<file path="config.mk">
export PLATFORM = sky130hd
export DESIGN_NAME = arf_rcb_gate_ctrl
export DESIGN_NICKNAME = d
export VERILOG_FILES = /design/src/rtl/arf_rcb_pkg.sv /design/src/rtl/arf_rcb_cg_cell.sv /design/src/rtl/arf_rcb_gate_ctrl.sv
export SDC_FILE = /design/constraint.sdc
export NUM_CORES = 1
export LEC_CHECK = 0
export CELL_PAD_IN_SITES_DETAIL_PLACEMENT = 2
export CELL_PAD_IN_SITES_GLOBAL_PLACEMENT = 2
export CORE_ASPECT_RATIO = 0.7
export CORE_MARGIN = 2
export CORE_UTILIZATION = 34
export DETAILED_ROUTE_END_ITERATION = 10
export PLACE_DENSITY = 0.84
export SYNTH_ARGS = -nofsm -noshare
export SYNTH_HDL_FRONTEND = slang
export SYNTH_SLANG_ARGS = --single-unit
</file>
<file path="constraint.sdc">
create_clock -name clkb -period 1.9 [get_ports clkb]
set_input_delay 0.38 -clock clkb [delete_from_list [all_inputs] [get_ports clkb]]
set_output_delay 0.38 -clock clkb [all_outputs]
set_load 0.01 [all_outputs]
</file>
<file path="src/rtl/arf_rcb_pkg.sv">
`default_nettype none
// ============================================================================
//  Module      : arf_rcb_pkg
//  Description : Shared types and constants for the register-file clock-gate
//                controller: global override mode and channel-count limit.
//  Revision    : 1.0 - initial release
// ============================================================================
package arf_rcb_pkg;

    // Upper bound on the number of gated-clock channels per controller
    localparam int MAX_CH = 32;

    // Global gate override derived from the DFT force-on and power-down inputs
    typedef enum logic [1:0] {
        GATE_NONE      = 2'd0,
        GATE_FORCE_ON  = 2'd1,
        GATE_FORCE_OFF = 2'd2
    } gate_mode_e;

    // Force-on (fd) outranks power-down (rd); with neither, requests rule
    function automatic gate_mode_e gate_mode(input logic fd, input logic rd);
        if (fd) begin
            return GATE_FORCE_ON;
        end else if (rd) begin
            return GATE_FORCE_OFF;
        end else begin
            return GATE_NONE;
        end
    endfunction

endpackage
`default_nettype wire

</file>
<file path="src/rtl/arf_rcb_cg_cell.sv">
`default_nettype none
// ============================================================================
//  Module      : arf_rcb_cg_cell
//  Description : Single-channel latch + AND clock gate. Kept in its own module
//                so synthesis can map it onto a library integrated clock gate.
//  Revision    : 1.0 - initial release
// ============================================================================
module arf_rcb_cg_cell (
    input  logic clkb,
    input  logic en,
    output logic clkout
);

    logic en_lat;

    // Transparent while clkb is low, so the enable is frozen for the whole high phase
    always_latch begin
        if (!clkb) begin
            en_lat = en;
        end
    end

    assign clkout = clkb & en_lat;

endmodule
`default_nettype wire

</file>
<file path="src/rtl/arf_rcb_gate_ctrl.sv">
`default_nettype none
// ============================================================================
//  Module      : arf_rcb_gate_ctrl
//  Description : Multi-channel register-file clock-gate controller with
//                per-channel idle-hold hysteresis, global force-on (fd),
//                global power-down (rd) and per-channel status outputs.
//  Revision    : 1.0 - initial release
// ============================================================================
module arf_rcb_gate_ctrl
    import arf_rcb_pkg::*;
#(
    parameter int NUM_CH   = 4,   // 1..MAX_CH
    parameter int HOLD_CYC = 3
) (
    input  logic              clkb,
    input  logic              rst,
    input  logic [NUM_CH-1:0] en,
    input  logic              fd,
    input  logic              rd,
    output logic [NUM_CH-1:0] clkout,
    output logic [NUM_CH-1:0] active,
    output logic [NUM_CH-1:0] idle_pulse
);

    // Hold-counter width; at least one bit even when hysteresis is disabled
    localparam int CNT_W = (HOLD_CYC > 0) ? $clog2(HOLD_CYC + 1) : 1;

    gate_mode_e        mode;
    logic [NUM_CH-1:0] hold_busy;
    logic [NUM_CH-1:0] idle_d;
    logic [NUM_CH-1:0] en_eff;
    logic [NUM_CH-1:0] gate_en;
    logic [NUM_CH-1:0] active_q;
    logic [NUM_CH-1:0] idle_pulse_q;

    assign mode = gate_mode(fd, rd);

    for (genvar i = 0; i < NUM_CH; i++) begin : g_ch

        if (HOLD_CYC > 0) begin : g_hold
            logic [CNT_W-1:0] cnt_q;
            logic [CNT_W-1:0] cnt_d;

            // Power-down kills the hold outright; a request reloads it; otherwise count down to zero
            always_comb begin
                cnt_d = cnt_q;
                if (mode == GATE_FORCE_OFF) begin
                    cnt_d = '0;
                end else if (en[i]) begin
                    cnt_d = CNT_W'(HOLD_CYC);
                end else if (cnt_q != '0) begin
                    cnt_d = cnt_q - CNT_W'(1);
                end
            end

            // Per-channel idle-hold counter
            always_ff @(posedge clkb or posedge rst) begin
                if (rst) begin
                    cnt_q <= '0;
                end else begin
                    cnt_q <= cnt_d;
                end
            end

            assign hold_busy[i] = (cnt_q != '0);
            // Natural expiry only: last hold cycle, no re-request, no power-down
            assign idle_d[i]    = (cnt_q == CNT_W'(1)) & ~en[i] & ~rd;
        end else begin : g_nohold
            assign hold_busy[i] = 1'b0;
            assign idle_d[i]    = 1'b0;
        end

        assign en_eff[i]  = (mode == GATE_FORCE_ON) |
                            ((mode == GATE_NONE) & (en[i] | hold_busy[i]));
        // Reset masks everything except the scan force-on, without waiting for a clock edge
        assign gate_en[i] = rst ? fd : en_eff[i];

        arf_rcb_cg_cell u_cg (
            .clkb   (clkb),
            .en     (gate_en[i]),
            .clkout (clkout[i])
        );
    end

    // Registered status for the power-management sequencer
    always_ff @(posedge clkb or posedge rst) begin
        if (rst) begin
            active_q     <= '0;
            idle_pulse_q <= '0;
        end else begin
            active_q     <= en_eff;
            idle_pulse_q <= idle_d;
        end
    end

    assign active     = active_q;
    assign idle_pulse = idle_pulse_q;

endmodule
`default_nettype wire

</file>
# Word-level counts from Yosys, hierarchy flattened
# Cells that the tools add are included.
# word_totals
regBits	16
latchBits	4
out_inout_bits	12
wordCells	80
# op_classes
addsub	4
eq_ne	6
muxes	22
bitwise	29
n_reduce_logical	9
# ops
op	n
$mux W2	14
$and A1 B1 Y1	16
$reduce_bool A3 Y1	4
$eq A2 B1 Y1 const B	5
$mux W1	8
$or A1 B1 Y1	8
$reduce_bool A2 Y1	4
$sub A2 B1 Y2 const B	4
$not A1 Y1	5
$eq A2 B2 Y1 const B	1
$logic_not A2 Y1	1

# Longest topological paths before layout
# Gate-level depths: netlist (run 1).
# logic_depth
word_depth	7
ltp_mapped	5
depth_no_buf	5

# Hierarchy
# From an unflattened synthesis (run 1), not the netlist that was laid out.
# unflattened
hier_cells	82
area_unflattened_um2	910.9
# by_module_without_submodules
module	instances	cells_each	area_per_inst_um2	seq_area_each_um2
arf_rcb_gate_ctrl	1	74	825.8	400.4
arf_rcb_cg_cell	4	2	21.3	0.0

==> metrics.cfg, run 1 <==
[run_status]
status = finished with violations
violations = negative setup slack

[setup_path]
worst-r2r-cell-count = 4
max_stage_delay_ns = 0.37
r2r_end = g_ch[3].u_cg.en_lat
rrSetupSlack_ns = 0
cp_slowest_cell = dlxtn_1
critical_path_arrival_ns = 2.01
crit_buf_inv = 1
required_ns = 1.52
r2r_start = g_ch[3].g_hold.cnt_q[1]
crit_fanout = 1
endpoint_kind = output port
worst-setup-path-type = latch to output port
startpoint_type = latch
crit_family = latches
cp_cell_sequence = dlxtn_1 -> and2_1 -> buf_2

[synth]
ys_seq_elements = 20
async_flop_share_pct = 80.00
syn_avg_cell_area_um2 = 11.28
synth_cells = 86
yosysWarnings = 0
synth_flop_cell = dfrtp_1
synth_edf_count = 0
yosys-top-cells-count = dfrtp_1, inv_1, ha_1, nor2_1
netlist_area_um2 = 969.7
post-synth-top-count-cell = dfrtp_1
syn_nets = 102
yosysTopAreaCell = dfrtp_1
yosysTopAreaCellShare_pct = 41.29
ys_types = 19
yosys-top-cells-area = dfrtp_1, ha_1, dlxtn_1

[floorplan]
coreArea_mm2 = 0.002763
ios = 20
die_h_um = 48.68
rows = 16
die_area_mm2 = 0.003302
die_x_um = 67.83
initial_core_util_pct = 35.10

[power]
power_density_mw_per_mm2 = 1168
power_mw = 1.716
leakage_nw = 0.6653
ir_drop_v = 0.0004771

[placed_design]
dpl.hpwl_mm = 1.876
io_buffers = 19
dpl.cell_count = 144
gp_congestion = 0.7595

[layout]
area.growth.synth_to_final_pct = 51.48
final_util_pct = 53.17
n_fill_cell = 269
instances_no_fill = 162
final_layout_size_suffix_gt1_share_pct = 45.24
diodes = 0
fin_nets = 142

[timing]
finalClockSkew_ns = 0.004815
setup_ws_ns = -0.4865
relSlewSlack_pct = 79.31
hold_viol = 0
tns_ns = -1.820
worst_pin_slew_ns = 0.3094
hold-worst-slack_ns = 0.5639
drv_slew = 0
setup-violations-final = 8
grt_setup_unrepaired = true

[run]
cap_violations = 0

[route]
wl_mm = 3.289
routedWlPerCell_um = 20.30
remaining_drc_errors = 0
firstDrtPassIters = 4
dr_total_vias = 759
drtIter0Drc = 5
ant_nets = 0
vias_per_cell = 4.685

[global_route]
grtUsageTotal_pct = 19.93
grt.met2_usage_pct = 32.35
grt.busiest_layer = met2
grt-ovfl-total = 0
antenna_found_initial = 0
grtUsageMet1_pct = 18.68
grt_first_pass_wirelength_mm = 4.271
grt_pass1_vias = 913
grt_max_degree = 12
met3_usage_pct = 9.302

[cts]
cts_tree = done
clk_pin_slew_ns = 0.07
clk_latency_ns = 0.36
hold_buffers = 0

[hold_path]
hold_class = input port to async pin

[registers in the layout, indices dropped and copies added, names as in the netlist]
register / count
g_ch.g_hold.cnt_q: 8
idle_pulse: 4
g_ch.u_cg.en_lat: 4
active: 4
[area by class of cell]
| cell class | instances | area [um^2] | area share [%] |
|---|---|---|---|
| well taps | 36 | 45.04 | 3.066 |
| repair buffers | 34 | 292.8 | 19.93 |
| clock buffers | 12 | 132.6 | 9.029 |
| flip-flops and latches | 20 | 462.9 | 31.52 |
| clock inverters | 1 | 3.754 | 0.2555 |
| inverters | 10 | 37.54 | 2.555 |
| multi-input cells | 49 | 494.2 | 33.65 |
[tightest hold or removal path: stages]
cell             delay, ns
clkdlybuf4s50_1       0.56
inv_1                 0.15
buf_4                 0.19
[metal layers]
layer / vias to the layer above / share of wire, %
met3: 6 / 4.6
met1: 375 / 39
li1: 356 / -
met2: 22 / 54
met5: - / 0
met4: 0 / 2.1
[how the worst max path moves through the flow]
stage                         from         to  slack, ns  cells past startpoint
2_1_floorplan  g_ch[1].u_cg.en_lat  clkout[1]     -0.008                      2
3_3_place_gp   g_ch[2].u_cg.en_lat  clkout[2]      -0.66                      2
3_5_place_dp   g_ch[1].u_cg.en_lat  clkout[1]      -0.69                      2
4_1_cts        g_ch[0].u_cg.en_lat  clkout[0]      -0.48                      2
5_1_grt        g_ch[3].u_cg.en_lat  clkout[3]      -0.56                      3
6_report       g_ch[3].u_cg.en_lat  clkout[3]      -0.49                      3
[cells in the final DEF, fill, tap and decap left out, drive strengths merged, types with 5 or more instances in the layout]
cell / netlist / routed
ha: 8 / 8
nor2: 8 / 8
dfrtp: 16 / 16
inv: 10 / 10
clkdlybuf4s50: 0 / 15
nor2b: 5 / 5
clkbuf: 0 / 8
buf: 7 / 23
[kinds of logic after synthesis]
kind of cell               synth area share [%]
DFF                                       41.29
and+or+nand+nor                           14.84
adders and majority gates                 10.32
muxes                                     4.129
xor gates and xnor gates                  3.613
latches                                   6.194
AOI/OAI and AO/OA                         8.774
buffers and inverters                     10.84
[power breakdown]
part	switching, mW	internal (mW)	leakage (nW)	total (mW)
sequential	0.0312	0.457	0.220	0.489
combinational	0.244	0.264	0.356	0.508
clock	0.268	0.452	0.0888	0.720
total	0.543	1.17	0.665	1.72
[stage by stage]
step | area (um^2) | worst slack, ns
floorplan | 969.7 | -0.007688
global placement | 1212 | -0.6577
detailed placement | 1212 | -0.6865
CTS | 1366 | -0.4760
global route | 1469 | -0.5598
finish | 1469 | -0.4865
[what timing repair did]
item                                    in CTS  in global routing
endpoints found under the setup margin       8                  8
buffers inserted                             5                  4
hold endpoints to repair                     0                  0
gates resized for setup                     26                 19
pin swaps                                    5                  5
(Power assumes the default switching activity.)
==> run 2, diff against run 1 <==
- SLEW_MARGIN: not set -> 20
==> results of run 2 <==
No change in the layout: final DEF, timing and power equal those of run 1.
==> run 3, diff against run 2 <==
- CORE_MARGIN: 2 -> 8
==> run 3 against run 2 <==
The run still ends with negative setup slack left. Global-route usage is 6.0 points lower. Largest power group unchanged. Sequential share of layout area is 0.82 points higher. Sequential power is 1% lower. Largest cell class is now flip-flops and latches. Highest routed layer unchanged. Via count is 0.79% higher.
==> metrics.cfg, run 3 (synthesis results as in run 1) <==
[run_status]
status = finished with violations
violations = negative setup slack

[setup_path]
worst-setup-path-type = latch to output port
endpoint_kind = output port
cp_cell_sequence = and2_1 -> buf_2
r2r_end = g_ch[0].u_cg.en_lat
required_ns = 1.52  ; about the same
r2r_start = g_ch[0].g_hold.cnt_q[1]
rrSetupSlack_ns = 0  ; unchanged
crit_family = latches
startpoint_type = latch
critical_path_arrival_ns = 1.98  ; -0.03 ns
cp_slowest_cell = dlxtn_1
worst-r2r-cell-count = 4  ; unchanged
crit_fanout = 1  ; unchanged
max_stage_delay_ns = 0.39  ; +0.02 ns
crit_buf_inv = 1  ; unchanged

[layout]
n_fill_cell = 298  ; +11%
largest_reg_flops = 8  ; unchanged
fin_nets = 139  ; -2.1%
diodes = 0  ; unchanged
final_layout_size_suffix_gt1_share_pct = 36.59  ; -8.7 points
postLayoutCellArea_mm2 = 0.001424  ; -3.1%
area.growth.synth_to_final_pct = 46.84
layout_common_cells = dfrtp_1, buf_4, clkdlybuf4s50_1
largest_register = g_ch.g_hold.cnt_q

[timing]
hold_viol = 0  ; unchanged
relSlewSlack_pct = 77.55  ; -1.8 points
worst_pin_slew_ns = 0.3357  ; +0.02634 ns
drv_slew = 0  ; unchanged
setup_ws_ns = -0.4613  ; +0.02523 ns
tns_ns = -1.799  ; +0.02105 ns
setup-violations-final = 8  ; unchanged
finalClockSkew_ns = 0.009810  ; +0.004995 ns
grt_setup_unrepaired = true

[placed_design]
dpl.hpwl_mm = 1.744  ; -7.1%
io_buffers = 19  ; unchanged
post_dp_cell_area_mm2 = 0.001205  ; -0.62%
gp_congestion = 0.7589  ; about the same
place_ws_ns = -0.6929  ; -0.006414 ns

[power]
power_density_mw_per_mm2 = 1248  ; +6.8%
switching_power_uw = 513.1  ; -5.4%
p_comb_share_pct = 25.4  ; -4.2 points
pwr-share-seq_pct = 27.1  ; -1.4 points
clockPowerShare_pct = 47.5  ; +5.5 points
switching_share_pct = 28.88  ; -2.7 points
ir_drop_v = 0.0006265  ; +31%
power.internal_mw = 1.263  ; +7.6%
leakage_nw = 0.6531  ; -1.8%
power_mw = 1.776  ; +3.5%

[global_route]
grt_max_degree = 13  ; +1
grt_first_pass_wirelength_mm = 4.526  ; +6.0%
grtUsageTotal_pct = 13.96  ; -6.0 points
grt_pass1_vias = 915  ; +0.22%
antenna_found_initial = 0  ; unchanged
grt-ovfl-total = 0  ; unchanged

[route]
remaining_drc_errors = 0  ; unchanged
wl_mm = 2.839  ; -14%
firstDrtPassIters = 2  ; -2
ant_nets = 0  ; unchanged
vias_per_cell = 4.811  ; +2.7%
drtIter0Drc = 13  ; +8
routedWlPerCell_um = 17.86  ; -12%
dr_total_vias = 765  ; +0.79%

[floorplan]
rows = 16  ; unchanged
die_h_um = 60.68  ; +25%
die_x_um = 79.83  ; +18%
die_area_mm2 = 0.004844  ; +47%
ios = 20  ; unchanged
coreArea_mm2 = 0.002763  ; unchanged
initial_core_util_pct = 35.10  ; unchanged

[cts]
clk_latency_ns = 0.38  ; +0.02 ns
clk_pin_slew_ns = 0.08  ; about the same
hold_buffers = 0  ; unchanged
cts_tree = done

[run]
cap_violations = 0  ; unchanged

[hold_path]
hold_class = input port to async pin

run 3: changes by cell type in the layout (fill, tap and decap cells not counted), moves of 2 or more:
cell	delta
buf_4	-3
dlxtn_1	+2
dlxtn_2	-2
inv_1	+2
inv_2	-2
nor2b_1	+3
nor2b_4	-2
o31ai_1	+2
o31ai_2	-2
run 3: power groups by stage:
| stage | clock, mW | combinational (mW) | sequential, mW |
|---|---|---|---|
| 2_1_floorplan | 0.151 | 0.219 | 0.495 |
| 3_3_place_gp | 0.176 | 0.306 | 0.492 |
| 3_5_place_dp | 0.176 | 0.328 | 0.498 |
| 4_1_cts | 0.839 | 0.411 | 0.482 |
| 5_1_grt | 0.904 | 0.502 | 0.489 |
| 6_report | 0.843 | 0.452 | 0.482 |
run 3: area by class of cell:
| type | count | area, um^2 | share of cell area, % |
|---|---|---|---|
| clock buffer | 12 | 126.4 | 8.875 |
| clock inverter | 1 | 30.03 | 2.109 |
| inverter | 10 | 37.54 | 2.636 |
| multi-input combinational | 49 | 454.2 | 31.90 |
| sequential | 20 | 460.4 | 32.34 |
| tap | 36 | 45.04 | 3.163 |
| timing repair buffer | 31 | 270.3 | 18.98 |
run 3: worst max-delay path by stage:
stage / cells past startpoint / slack (ns) / to / from
5_1_grt: 3 / -0.53 / clkout[0] / g_ch[0].u_cg.en_lat
3_5_place_dp: 2 / -0.69 / clkout[3] / g_ch[3].u_cg.en_lat
3_3_place_gp: 2 / -0.66 / clkout[3] / g_ch[3].u_cg.en_lat
6_report: 2 / -0.46 / clkout[1] / g_ch[1].u_cg.en_lat
4_1_cts: 2 / -0.48 / clkout[2] / g_ch[2].u_cg.en_lat
2_1_floorplan: 2 / -0.008 / clkout[1] / g_ch[1].u_cg.en_lat
run 3: per-stage QoR:
stage                     utilization (%)  hold WS (ns)  instances
final                               51.54        0.4069        159
after global routing                51.54        0.4419        159
after CTS                           49.86        0.4108        156
after detailed placement            43.61        0.6344        143
after global placement              43.61        0.6011        143
after floorplan                         -        0.2937         86
run 3: layer usage:
layer	up-vias	wire, um	track usage [%]	part of all wire, %
met3	13	232	8.876	8.2
met5	-	0	0	0
met4	0	102	14.43	3.6
met2	27	1378	21.41	49
li1	349	-	-	-
met1	376	1126	12.31	40
run 3: timing repair:
| item | CTS | global route |
|---|---|---|
| buffers inserted | 4 | 3 |
| pin swaps | 5 | 2 |
| gates resized for setup | 25 | 6 |
| endpoints found under the setup margin | 8 | 8 |
run 3: worst register-to-register path, stage by stage, from the launching register on:
cell and delay, ns:
dfrtp_1 0.36, inv_1 0.10, ha_2 0.22, nor2b_1 0.24, o31ai_1 0.10
